File: config.mk
export PLATFORM = sky130hd
export DESIGN_NAME = psswrd_entry
export DESIGN_NICKNAME = d
export VERILOG_FILES = /design/src/rtl/psswrd_entry.sv
export SDC_FILE = /design/constraint.sdc
export NUM_CORES = 1
export LEC_CHECK = 0
export ABC_AREA = 1
export BUFFER_PORTS_ARGS = -buffer_cell sky130_fd_sc_hd__buf_2
export CORE_UTILIZATION = 38
export DETAILED_ROUTE_END_ITERATION = 12
export HOLD_SLACK_MARGIN = 0.12
export PLACE_DENSITY = 0.67
export SETUP_SLACK_MARGIN = 0.2
export SLEW_MARGIN = 20
export SYNTH_ARGS = -nofsm -noshare
export SYNTH_HDL_FRONTEND = slang
export SYNTH_SLANG_ARGS = --single-unit
File: constraint.sdc
create_clock -name clk -period 2.33 [get_ports clk]
set_clock_uncertainty 0.2 [all_clocks]
set_input_delay 0.1165 -clock clk [delete_from_list [all_inputs] [get_ports clk]]
set_output_delay 0.1165 -clock clk [all_outputs]
set_load 0.01 [all_outputs]
File: src/rtl/psswrd_entry.sv
// psswrd_entry -- keypad front end for the parking access controller.
//
// Collects BCD digit strobes from the entry keypad into a fixed-length
// password attempt and hands it to the gate controller as a one-cycle
// try_psswrd pulse together with psswrd_atmpt. CLEAR, ENTER, short or
// over-long entry, idle timeout and vehicle-gone abort are handled here, so
// the controller only ever sees complete attempts.
//
// Ports
//   clk           in   rising-edge system clock
//   rst           in   synchronous reset, active-low
//   entry_en      in   entry allowed (vehicle present at the entry sensor)
//   key_valid     in   one-cycle key strobe
//   key_code      in   0x0-0x9 digit, 0xA CLEAR, 0xB ENTER, 0xC-0xF unused
//   try_psswrd    out  one-cycle pulse, psswrd_atmpt is valid
//   psswrd_atmpt  out  submitted attempt, first digit in the MS nibble
//   digit_cnt     out  digits currently buffered
//   entry_err     out  one-cycle pulse on short ENTER or extra digit
//
// state   | meaning
// --------+------------------------------------------------------------
// IDLE    | buffer empty, waiting for the first digit
// COLLECT | 1..DIGITS-1 digits buffered, idle timer running
// FULL    | DIGITS digits buffered, waiting for ENTER, idle timer running
// SUBMIT  | one cycle: present buffer to the controller, then clear

module psswrd_entry #(
  parameter int DIGITS      = 2,
  parameter int TIMEOUT_CYC = 1000,
  parameter int CNT_W       = 10
) (
  input  logic                  clk,
  input  logic                  rst,
  input  logic                  entry_en,
  input  logic                  key_valid,
  input  logic [3:0]            key_code,
  output logic                  try_psswrd,
  output logic [DIGITS*4-1:0]   psswrd_atmpt,
  output logic [1:0]            digit_cnt,
  output logic                  entry_err
);

  localparam int               W        = DIGITS * 4;
  localparam logic [1:0]       FULL_CNT = 2'(DIGITS);
  localparam logic [CNT_W-1:0] TMO_LAST = CNT_W'(TIMEOUT_CYC - 1);

  typedef enum logic [1:0] {
    IDLE    = 2'd0,
    COLLECT = 2'd1,
    FULL    = 2'd2,
    SUBMIT  = 2'd3
  } state_t;

  state_t           state_q,        state_d;
  logic [W-1:0]     buf_q,          buf_d;
  logic [1:0]       digit_cnt_q,    digit_cnt_d;
  logic [CNT_W-1:0] tmr_q,          tmr_d;
  logic [W-1:0]     psswrd_atmpt_q, psswrd_atmpt_d;
  logic             try_psswrd_q,   try_psswrd_d;
  logic             entry_err_q,    entry_err_d;

  logic key_acc;
  logic is_digit;
  logic is_clear;

  // Codes 0xC-0xF never count as accepted keys, so they do not restart the timer.
  assign key_acc  = key_valid & entry_en & (key_code <= 4'hB);
  assign is_digit = key_code <= 4'h9;
  assign is_clear = key_code == 4'hA;

  always_comb begin
    state_d        = state_q;
    buf_d          = buf_q;
    digit_cnt_d    = digit_cnt_q;
    tmr_d          = '0;
    psswrd_atmpt_d = psswrd_atmpt_q;
    try_psswrd_d   = 1'b0;
    entry_err_d    = 1'b0;

    case (state_q)
      IDLE: begin
        if (key_acc && is_digit) begin
          buf_d       = W'(key_code);
          digit_cnt_d = 2'd1;
          state_d     = (FULL_CNT == 2'd1) ? FULL : COLLECT;
        end
      end

      COLLECT, FULL: begin
        if (!entry_en) begin
          buf_d       = '0;
          digit_cnt_d = '0;
          state_d     = IDLE;
        end else if (key_acc) begin
          if (is_digit) begin
            if (state_q == COLLECT) begin
              buf_d       = (buf_q << 4) | W'(key_code);
              digit_cnt_d = digit_cnt_q + 2'd1;
              if (digit_cnt_q + 2'd1 == FULL_CNT) state_d = FULL;
            end else begin
              entry_err_d = 1'b1;
            end
          end else if (is_clear) begin
            buf_d       = '0;
            digit_cnt_d = '0;
            state_d     = IDLE;
          end else if (state_q == FULL) begin
            state_d = SUBMIT;
          end else begin
            entry_err_d = 1'b1;
            buf_d       = '0;
            digit_cnt_d = '0;
            state_d     = IDLE;
          end
        end else if (tmr_q == TMO_LAST) begin
          buf_d       = '0;
          digit_cnt_d = '0;
          state_d     = IDLE;
        end else begin
          tmr_d = tmr_q + 1'b1;
        end
      end

      SUBMIT: begin
        // Keys and entry_en are ignored here; the attempt always goes out.
        try_psswrd_d   = 1'b1;
        psswrd_atmpt_d = buf_q;
        buf_d          = '0;
        digit_cnt_d    = '0;
        state_d        = IDLE;
      end

      default: begin
        buf_d       = '0;
        digit_cnt_d = '0;
        state_d     = IDLE;
      end
    endcase
  end

  always_ff @(posedge clk) begin
    if (!rst) begin
      state_q        <= IDLE;
      buf_q          <= '0;
      digit_cnt_q    <= '0;
      tmr_q          <= '0;
      psswrd_atmpt_q <= '0;
      try_psswrd_q   <= 1'b0;
      entry_err_q    <= 1'b0;
    end else begin
      state_q        <= state_d;
      buf_q          <= buf_d;
      digit_cnt_q    <= digit_cnt_d;
      tmr_q          <= tmr_d;
      psswrd_atmpt_q <= psswrd_atmpt_d;
      try_psswrd_q   <= try_psswrd_d;
      entry_err_q    <= entry_err_d;
    end
  end

  assign try_psswrd   = try_psswrd_q;
  assign psswrd_atmpt = psswrd_atmpt_q;
  assign digit_cnt    = digit_cnt_q;
  assign entry_err    = entry_err_q;

endmodule
==> results.md, run 1 <==
* Status: completed
* Clock power frac at between 20 and 25%
* Starting Density at roughly two fifths
* Mapped Nets at about 230
* Maximum vdd drop at approximately 0.46 mV
* Slew @ Worst Pin at around 0.43 ns
* Area Growth Syn to Fin at 17.7%
* Ant. Diodes at 0
* First-pass GRT wire length at 5500 µm
* Cell count after synthesis at 218
* TritonCTS buffer count at 5
* Placement Rows at 23
* TritonRoute pass-1 iters at 4
* Total track usage at 16.4%
* Dominant cell type by area after synthesis: dfxtp_1
* Fin cells at just under 300
* Critical Path End Type: register
* Grt ovf at 0
* Sw power at 823 µW
* Core area at roughly 4100 µm²
* Die area at 4570 µm²
* Drt total wl at around 3200 µm
* WHS Endpoint: entry_err
* Remaining antenna violation count at 0
* Comb pwr share at 40.1%
* Worst Setup Start Kind: register
* Vias per cell at ~4.6
* Post-synthesis sequential area ratio at 39.2%
* Worst R2R Start: state_q[1]
* Slew Viols, Final at 0
* Fraction of layout cells with a size suffix above 1 at between 20% and 30%
* Vias in the first global route at approximately 1300
* Lkg Pwr at roughly 0.00088 µW
* Tcrit/Tclk final at 84.1%
* Cell Pwr Density at 1100 nW/µm²
* Worst hold margin at approximately 0.12 ns
* Post-CTS Setup Repair Bufs at 0
* Via count at between 1000 and 1500
* Seq cells post-synth at 32
* Initial antenna violation count at 0
* Post-Syn Area per Cell at between 7 and 8 µm²
* Wire per inst at approximately 11 µm
* CP max FO at 18
* Dominant cells by area after synthesis: dfxtp_1, nor2_1, nand2_1, ha_1, nor2_2
* Crit path kind: register to register
* H-tree Lvls at 2
* Relative slew slack at 71.0%
* Fill cell count at roughly 400
* Initial DRC Count at 60
* Largest net degree at the start of global routing at 24
* Final hold viol count at 0
* Root Driver: clkbuf_8
* # port buffers at 19
* Post-DP HPWL at ~2300 µm
* Die Ht at 67.6 µm
* Hold path cells at 5
* Final setup vio count at 0
* Total I/O pin count at 20
* Clock sinks at 32
* Yosys top cell area share at around two fifths
* Clock transition at path regs at 0.07 ns
* Leading cell types in the layout, fill and taps excluded: nor2_1, nand2_1, dfxtp_1, buf_2, inv_1
* Switching share of power at about 39%
* Net count reported at finish at 259
* Cell Area, Synth at around 1600 µm²
* Final GP Congestion at between 0.7 and 0.8
* Unique masters post-synth at 29
* Reg2Reg Setup Slack at 0.37 ns
* Register area at 642 µm²
* Hold path startpoint: key_valid
* YS warnings at 0
* CTS tree: built
* Worst skew pair latency at ~0.28 ns
* Clock Path Buffers at 2
* Placed Cells at between 200 and 300
* Peak Freq at between 0.5 and 0.6 GHz
* Req. time, crit path at approximately 2.3 ns
* Area occupied by multi-input gates at between 800 and 900 µm²
* Die Wd at between 60 and 70 µm
* Unrepaired setup endpoints after global routing: no
* Part of the power in registers at between 30% and 40%
* Reg2reg path depth at 10
* Internal cell power at between 1000 and 1500 µW
* DRC at 0
* Hold crit path type: input pin to register
* Reg2Reg Capture Point: buf_q[5]
* Most common cell after layout, fill and taps aside: nor2_1
* Critical path arrival at 1.94 ns
* Max Cap Viol at 0
* Minimum clock period at just under 2 ns
* Setup TNS at 0 ns
[stage by stage]
stage	instance area, µm²	utilization [%]	power [µW]	setup slack (ns)
after floorplan	1640	-	1450	0.428
after global placement	1750	43.2	1540	0.291
after detailed placement	1750	43.2	1560	0.168
after CTS	1910	47.1	2110	0.225
after global routing	1920	47.4	2290	0.222
final	1920	47.4	2120	0.370
[worst max path at each step]
| stage | from | slack [ns] | endpoint | cells past startpoint |
|---|---|---|---|---|
| floorplan | state_q[0] | 0.43 | buf_q[0] | 12 |
| global placement | state_q[0] | 0.29 | buf_q[4] | 10 |
| detailed placement | state_q[0] | 0.17 | buf_q[7] | 10 |
| CTS | state_q[0] | 0.22 | buf_q[7] | 10 |
| global route | state_q[1] | 0.22 | buf_q[4] | 10 |
| finish | state_q[1] | 0.37 | buf_q[5] | 10 |
[area by class of cell]
| type | instances | area share [%] |
|---|---|---|
| tap | 50 | 3.25 |
| clock inverter | 2 | 1.82 |
| multi-input combinational | 161 | 46.4 |
| clock buffer | 6 | 3.77 |
| inverter | 20 | 3.90 |
| timing repair buffer | 24 | 7.54 |
| sequential | 32 | 33.4 |
[power by group through the flow]
stage	sequential, µW	combinational [µW]	clock, µW
floorplan	755	690	0
detailed placement	756	806	0
global route	765	964	560
finish	747	848	522
CTS	745	824	539
global placement	756	787	0
[per-layer routing]
layer,up-vias,global-route usage [%],share of wire [%]
met2,27,25.2,46
li1,732,-,-
met1,586,20.0,48
met3,5,6.25,5.0
met5,-,0,0
met4,0,7.18,1.1
[kinds of logic (layout without fill, tap and decap cells)]
family / count (synthesis) / after routing / share of synthesized area (%)
AO/OA/AOI/OAI: 15 / 15 / 4.97
XOR/XNOR: 5 / 5 / 2.68
adder cells (fa/ha/maj): 7 / 7 / 5.36
buffers and inverters: 25 / 52 / 7.04
flip-flops: 32 / 32 / 39.2
AND/OR/NAND/NOR: 134 / 134 / 40.8
[synth_stat cells]
cell type / instances
nor3_4: 1
clkinv_1: 1
ha_1: 7
buf_2: 1
nand4_1: 5
buf_12: 1
o21bai_1: 1
o22ai_1: 1
nand2_2: 7
nand3_1: 9
a21boi_0: 1
nor2_2: 11
xnor2_1: 2
inv_1: 17
xor2_1: 3
a21oi_1: 2
nand2_4: 4
clkbuf_1: 2
nor2_4: 2
nor2_8: 1
nand3b_1: 1
dfxtp_1: 32
nand2_1: 38
nor2_1: 49
buf_4: 1
o21ai_0: 10
inv_2: 2
nand3_2: 2
nor3_1: 4
[critical path: stages, from the launching register on]
cell     delay, ns
dfxtp_1       0.38
inv_1         0.12
ha_4          0.27
inv_1         0.15
nor3_4        0.06
nand2_2       0.10
nand2_4       0.08
nor2_8        0.27
nand2_1       0.10
nand2_1       0.07
nor2_1        0.04
[state kept, by name, indices dropped and copies added, names as in the netlist]
name,flops
entry_err,1
psswrd_atmpt,8
state_q,2
digit_cnt,2
tmr_q,10
try_psswrd,1
buf_q,8
[what timing repair did]
| action | CTS | global route |
|---|---|---|
| pin swaps | 0 | 1 |
| hold buffers | 5 | 0 |
| endpoints found under the hold margin | 22 | 0 |
| endpoints found under the setup margin | 11 | 13 |
| resized for setup | 1 | 2 |
Power figures use the tool's default switching activity.
==> run 2, diff against run 1 <==
- PLACE_DENSITY: 0.67 -> 0.69
- clock period: 2.33 -> 1.75 ns (I/O delays scaled with it)
==> run 2 against run 1 <==
Against the previous run:
- the run now ends with setup timing left
- sequential cell count unchanged
- via count up 17%
- clock power up 39%
- cell area up 18%
- combinational power up 120%
- sequential share of layout area down 5.1 points
- worst setup slack worse by 0.46 ns
- non-clock buffer count up 27
- count of clock-buffer cells in the layout down 1
- final cell count up 10%
- critical endpoint is now buf_q[2]
- highest routed layer unchanged
==> results.md, run 2 (synthesis results as in run 1) <==
* Status: finished, violations left
* Failing checks: setup timing
* Starting Density at 40.3% (unchanged)
* Final setup vio count at 12 (+12)
* Placed Cells at 303 (+7.4%)
* Req. time, crit path at 1.74 ns (-0.57 ns)
* Reg2reg path depth at 10 (unchanged)
* TritonRoute pass-1 iters at 4 (unchanged)
* Worst hold margin at 0.0820 ns (-0.0406 ns)
* Vias in the first global route at 1396 (+9.8%)
* Leading cell types in the layout, fill and taps excluded: nor2_1, nand2_1, dfxtp_1, buf_2, buf_4
* TritonCTS buffer count at 5 (unchanged)
* Clock Path Buffers at 2 (unchanged)
* Largest net degree at the start of global routing at 20 (-17%)
* Worst skew pair latency at 0.29 ns (about the same)
* Peak Freq at 0.544 GHz (+6.6%)
* Grt ovf at 0 (unchanged)
* Tcrit/Tclk final at 105% (+21 points)
* Most common cell after layout, fill and taps aside: nor2_1
* Critical path arrival at 1.83 ns (-0.11 ns)
* Clock transition at path regs at 0.08 ns (about the same)
* Post-Place Setup Slack at 0.000745 ns (-0.167 ns)
* Fin cells at 325 (+10%)
* Post-DP HPWL at 2460 µm (+8.3%)
* Most flops, register: tmr_q
* Hold path cells at 5 (unchanged)
* Initial DRC Count at 77 (+28%)
* Relative slew slack at 79.4% (+8.4 points)
* Die Wd at 67.6 µm (unchanged)
* Remaining antenna violation count at 0 (unchanged)
* Slew @ Worst Pin at 0.308 ns (-0.126 ns)
* Lkg Pwr at 0.00105 µW (+20%)
* Cell Pwr Density at 1580 nW/µm² (+43%)
* Placement Rows at 23 (unchanged)
* Reg2Reg Capture Point: buf_q[2]
* Crit path cell chain: inv_2 > ha_4 > inv_4 > nor3_4 > nand2_2 > nand2_8 > nor2_4 > buf_6 > nor2_2 > nor2_1
* WHS Endpoint: tmr_q[5]
* Stages on the worst setup path at 10 (unchanged)
* Vias per cell at 4.87 (+6.4%)
* Core area at 4060 µm² (unchanged)
* Wire per inst at 12.2 µm (+13%)
* Worst Setup Start Kind: register
* Minimum clock period at 1.84 ns (-0.121 ns)
* Drt total wl at 3980 µm (+25%)
* Final WS setup at -0.0888 ns (-0.459 ns)
* Worst R2R Start: state_q[0]
* Critical path buffers and inverters at 3 (+1)
* Unrepaired setup endpoints after global routing: yes
* Final hold viol count at 0 (unchanged)
* Max reg flops at 10 (unchanged)
* Max Cap Viol at 0 (unchanged)
* Reg2Reg Setup Slack at -0.09 ns (-0.46 ns)
* Root Driver: clkbuf_8
* Maximum vdd drop at 0.845 mV (+83%)
* Total I/O pin count at 20 (unchanged)
* Clock sinks at 32 (unchanged)
* Fraction of layout cells with a size suffix above 1 at 36.4% (+13 points)
* H-tree Lvls at 2 (unchanged)
* CP max FO at 5 (-13)
* Via count at 1582 (+17%)
* Hold path startpoint: entry_en
* Crit path kind: register to register
* Ant. Diodes at 0 (unchanged)
* Critical path's slowest cell: dfxtp_2
* DRC at 0 (unchanged)
* Power Total at 3590 µW (+70%)
* Max stage delay on crit path at 0.34 ns (-0.04 ns)
* Critical Path End Type: register
* First-pass GRT wire length at 5980 µm (+8.8%)
* Fill cell count at 354 (-12%)
* Die Ht at 67.6 µm (unchanged)
* Total track usage at 17.8% (+1.4 points)
* Initial antenna violation count at 0 (unchanged)
* # port buffers at 19 (unchanged)
* Net count reported at finish at 289 (+12%)
* Hold crit path type: input pin to register
* Slew Viols, Final at 0 (unchanged)
* CTS tree: built
* Largest delay share family, worst path: simple AND/OR/NAND/NOR gates
* Area Growth Syn to Fin at 39.2%
* Die area at 4570 µm² (unchanged)
* Final GP Congestion at 0.853 (+9.1%)
run 2: cell types whose count changed in the layout (fill, tap and decap cells not counted), moves of 2 or more:
cell | previous run | this run
nor2_1 | 49 | 47
inv_1 | 17 | 14
nand3_1 | 9 | 7
nand2_1 | 38 | 36
inv_2 | 2 | 4
buf_4 | 0 | 15
buf_6 | 0 | 12
nor2_4 | 2 | 9
nor2_2 | 11 | 9
run 2: worst max-delay path by stage:
stage	startpoint	endpoint	slack [ns]
final	state_q[0]	buf_q[2]	-0.09
after global routing	state_q[0]	buf_q[2]	-0.15
after CTS	state_q[1]	buf_q[5]	0.03
after detailed placement	tmr_q[0]	buf_q[5]	0.0007
after global placement	state_q[1]	buf_q[0]	0.02
after floorplan	state_q[1]	buf_q[0]	0.02
run 2: area by class of cell:
cell class | instances | area, µm² | share of cell area (%)
clock buffer | 5 | 68.8 | 3.02
clock inverter | 3 | 42.5 | 1.87
inverter | 20 | 77.6 | 3.41
multi-input combinational | 164 | 990 | 43.5
sequential | 32 | 643 | 28.2
tap | 50 | 62.6 | 2.75
timing repair buffer | 51 | 393 | 17.3
run 2: tightest hold or removal path: cells and delay by family:
family / cells / cell delay [ns]
buf+inv: 1 / 0.13
simple gates: 4 / 0.31
run 2: per-layer routing:
metal / vias up / track usage, % / wire [µm]
li1: 800 / - / -
met1: 729 / 20.9 / 1670
met2: 46 / 30.7 / 2010
met3: 7 / 4.05 / 243
met4: 0 / 7.45 / 51
met5: - / 0 / 0
run 2: timing repair:
action,4_1_cts,5_1_grt
hold buffers,5,0
gates cloned,1,2
setup endpoints to repair,17,23
buffers inserted,2,4
hold endpoints to repair,28,0
pin swaps,1,23
gates resized for setup,5,23
run 2: metrics by stage:
stage / setup TNS [ns] / utilization (%) / instance area [µm²]
6_report: -0.597 / 56.1 / 2280
5_1_grt: -1.33 / 56.1 / 2280
4_1_cts: 0 / 52.6 / 2130
3_5_place_dp: 0 / 47.6 / 1930
3_3_place_gp: 0 / 47.6 / 1930
2_1_floorplan: 0 / - / 1660
run 2: power by group:
part / switching [µW] / internal (µW)
sequential: 121 / 879
combinational: 998 / 867
clock: 304 / 421
==> run 3, diff against run 2 <==
- BUFFER_PORTS_ARGS: -buffer_cell sky130_fd_sc_hd__buf_2 -> not set
- CTS_BUF_LIST: not set -> sky130_fd_sc_hd__clkbuf_8 sky130_fd_sc_hd__clkbuf_16
- DONT_BUFFER_PORTS: not set -> 1
- PLACE_DENSITY: 0.69 -> 0.65
==> run 3 against run 2 <==
Against the previous run:
- the flow finishes with violations (hold timing, setup timing)
- maximum frequency grew 4.7%
- count of clock-buffer cells in the layout stayed put
- die area stayed put
- via count decreased by 12%
- final cell count down 10%
- non-clock buffer count decreased by 31
- sequential share of layout area grew 2.9 points
- wire length is 8.9% lower
- critical path depth up 1
- power fell by 9.7%
- critical endpoint is now digit_cnt[0]
- highest routed layer unchanged
==> results.md, run 3 (synthesis results as in run 1) <==
* Vias per cell at 4.79 (-1.7%)
* Crit path kind: register to register
* DRC at 0 (unchanged)
* Post-DP HPWL at 2320 µm (-5.7%)
* H-tree Lvls at 2 (unchanged)
* Placed Cells at 275 (-9.2%)
* Placement Rows at 23 (unchanged)
* Worst skew pair latency at 0.29 ns (about the same)
* Via count at 1393 (-12%)
* Reg2Reg Setup Slack at -0.006 ns (+0.08 ns)
* Minimum clock period at 1.76 ns (-0.0833 ns)
* Core area at 4060 µm² (unchanged)
* Most flops, register: tmr_q
* Vias in the first global route at 1244 (-11%)
* Tcrit/Tclk final at 100% (-4.8 points)
* Root Driver: clkbuf_8
* TritonCTS buffer count at 5 (unchanged)
* Setup TNS at -0.00555 ns (+0.592 ns)
* TritonRoute pass-1 iters at 5 (+1)
* Relative slew slack at 77.9% (-1.5 points)
* Die area at 4570 µm² (unchanged)
* Status: finished, violations left
* Leading cell types in the layout, fill and taps excluded: nor2_1, nand2_1, dfxtp_1, buf_4, nand2_2
* First-pass GRT wire length at 5790 µm (-3.2%)
* Clock transition at path regs at 0.07 ns (about the same)
* Final hold viol count at 32 (+32)
* Area Growth Syn to Fin at 26.9%
* Most common cell after layout, fill and taps aside: nor2_1
* Die Ht at 67.6 µm (unchanged)
* Die Wd at 67.6 µm (unchanged)
* Net count reported at finish at 255 (-12%)
* Initial antenna violation count at 0 (unchanged)
* Clock Path Buffers at 2 (unchanged)
* Hold crit path type: input pin to register
* Wire per inst at 12.4 µm (+1.7%)
* Clock sinks at 32 (unchanged)
* Slew @ Worst Pin at 0.328 ns (+0.0200 ns)
* Critical path arrival at 1.75 ns (-0.08 ns)
* CP max FO at 3 (-2)
* Cell Pwr Density at 1560 nW/µm² (-0.88%)
* Max reg flops at 10 (unchanged)
* Peak Freq at 0.570 GHz (+4.7%)
* # port buffers at 0 (-19)
* Maximum vdd drop at 0.759 mV (-10%)
* Final setup vio count at 1 (-11)
* Worst hold margin at -0.303 ns (-0.385 ns)
* CTS tree: built
* Grt ovf at 0 (unchanged)
* Unrepaired setup endpoints after global routing: yes
* Failing checks: hold timing, setup timing
* Starting Density at 40.3% (unchanged)
* Final GP Congestion at 0.856 (+0.33%)
* Initial DRC Count at 45 (-42%)
* Setup crit start: state_q[0]
* Drt total wl at 3620 µm (-8.9%)
* Worst R2R Start: state_q[0]
* Max Cap Viol at 0 (unchanged)
* Fraction of layout cells with a size suffix above 1 at 36.9% (+0.57 points)
* Total I/O pin count at 20 (unchanged)
* Worst Setup Start Kind: register
* Remaining antenna violation count at 0 (unchanged)
* Final WS setup at -0.00555 ns (+0.0833 ns)
* Slew Viols, Final at 0 (unchanged)
* Hold path startpoint: rst
* Ant. Diodes at 0 (unchanged)
* Req. time, crit path at 1.74 ns (about the same)
* Lkg Pwr at 0.000894 µW (-15%)
* Fin cells at 291 (-10%)
* Total track usage at 17.4% (-0.42 points)
* Largest net degree at the start of global routing at 24 (+20%)
* Critical Path End Type: register
-- run 3: changes by cell type in the layout (fill, tap and decap cells not counted), moves of 3 or more --
| cell | delta |
|---|---|
| buf_2 | -19 |
| buf_6 | -12 |
| dfxtp_1 | -3 |
| dfxtp_2 | +3 |
| dlygate4sd3_1 | -5 |
| nand2_1 | -9 |
| nand2_2 | +6 |
| nand2_4 | +4 |
| nor2_4 | -4 |
-- run 3: per-layer routing --
layer | GRT usage, % | vias to the layer above | share of wire, %
met5 | 0 | - | 0
met4 | 7.18 | 0 | 2.3
met2 | 27.0 | 20 | 47
li1 | - | 725 | -
met3 | 6.59 | 8 | 5.8
met1 | 21.3 | 640 | 45
-- run 3: final timing paths --
| kind | endpoint | cells past startpoint |
|---|---|---|
| setup reg to reg | digit_cnt[0] | 11 |
| setup / recovery | digit_cnt[0] | 11 |
| hold reg to reg | buf_q[6] | 2 |
| hold / removal | try_psswrd | 2 |
-- run 3: layout make-up --
| cell class | instances | area [µm²] |
|---|---|---|
| fill | 384 | 1980 |
| multi-input combinational | 161 | 1010 |
| sequential | 32 | 647 |
| timing repair buffer | 20 | 193 |
| inverter | 20 | 77.6 |
| clock buffer | 5 | 68.8 |
| tap | 50 | 62.6 |
| clock inverter | 3 | 18.8 |
-- run 3: through the flow --
stage          cell area (µm²)  power, µW  hold WS, ns  utilization (%)  setup WS (ns)
2_1_floorplan             1660       2000       0.0232                -         0.0205
3_3_place_gp              1770       2200     -0.00695             43.6         0.0202
6_report                  2080       3240       -0.303             51.2       -0.00555
4_1_cts                   1930       2990       -0.308             47.6         0.0507
5_1_grt                   2080       3480       -0.310             51.2        -0.0725
3_5_place_dp              1770       2220    -0.000791             43.6       -0.00916
-- run 3: power breakdown --
part           switching (µW)  internal [µW]
sequential                130            881
clock                     295            277
combinational             887            774
total                    1310           1930
-- run 3: repair_timing --
item                                    CTS  global route
resized for setup                         6            29
hold endpoints to repair                 32            32
pin swaps                                 2            15
endpoints found under the setup margin   15            21
buffers inserted                          4             3
gates cloned                              0             1
-- run 3: critical path, stage by stage (launching register included) --
cell     delay, ns
dfxtp_2       0.33
inv_2         0.05
ha_4          0.30
inv_4         0.04
nor3_4        0.14
nand2_2       0.10
buf_4         0.14
buf_4         0.14
nand3_4       0.07
nand2_1       0.05
nand2_1       0.05
nor2_1        0.03
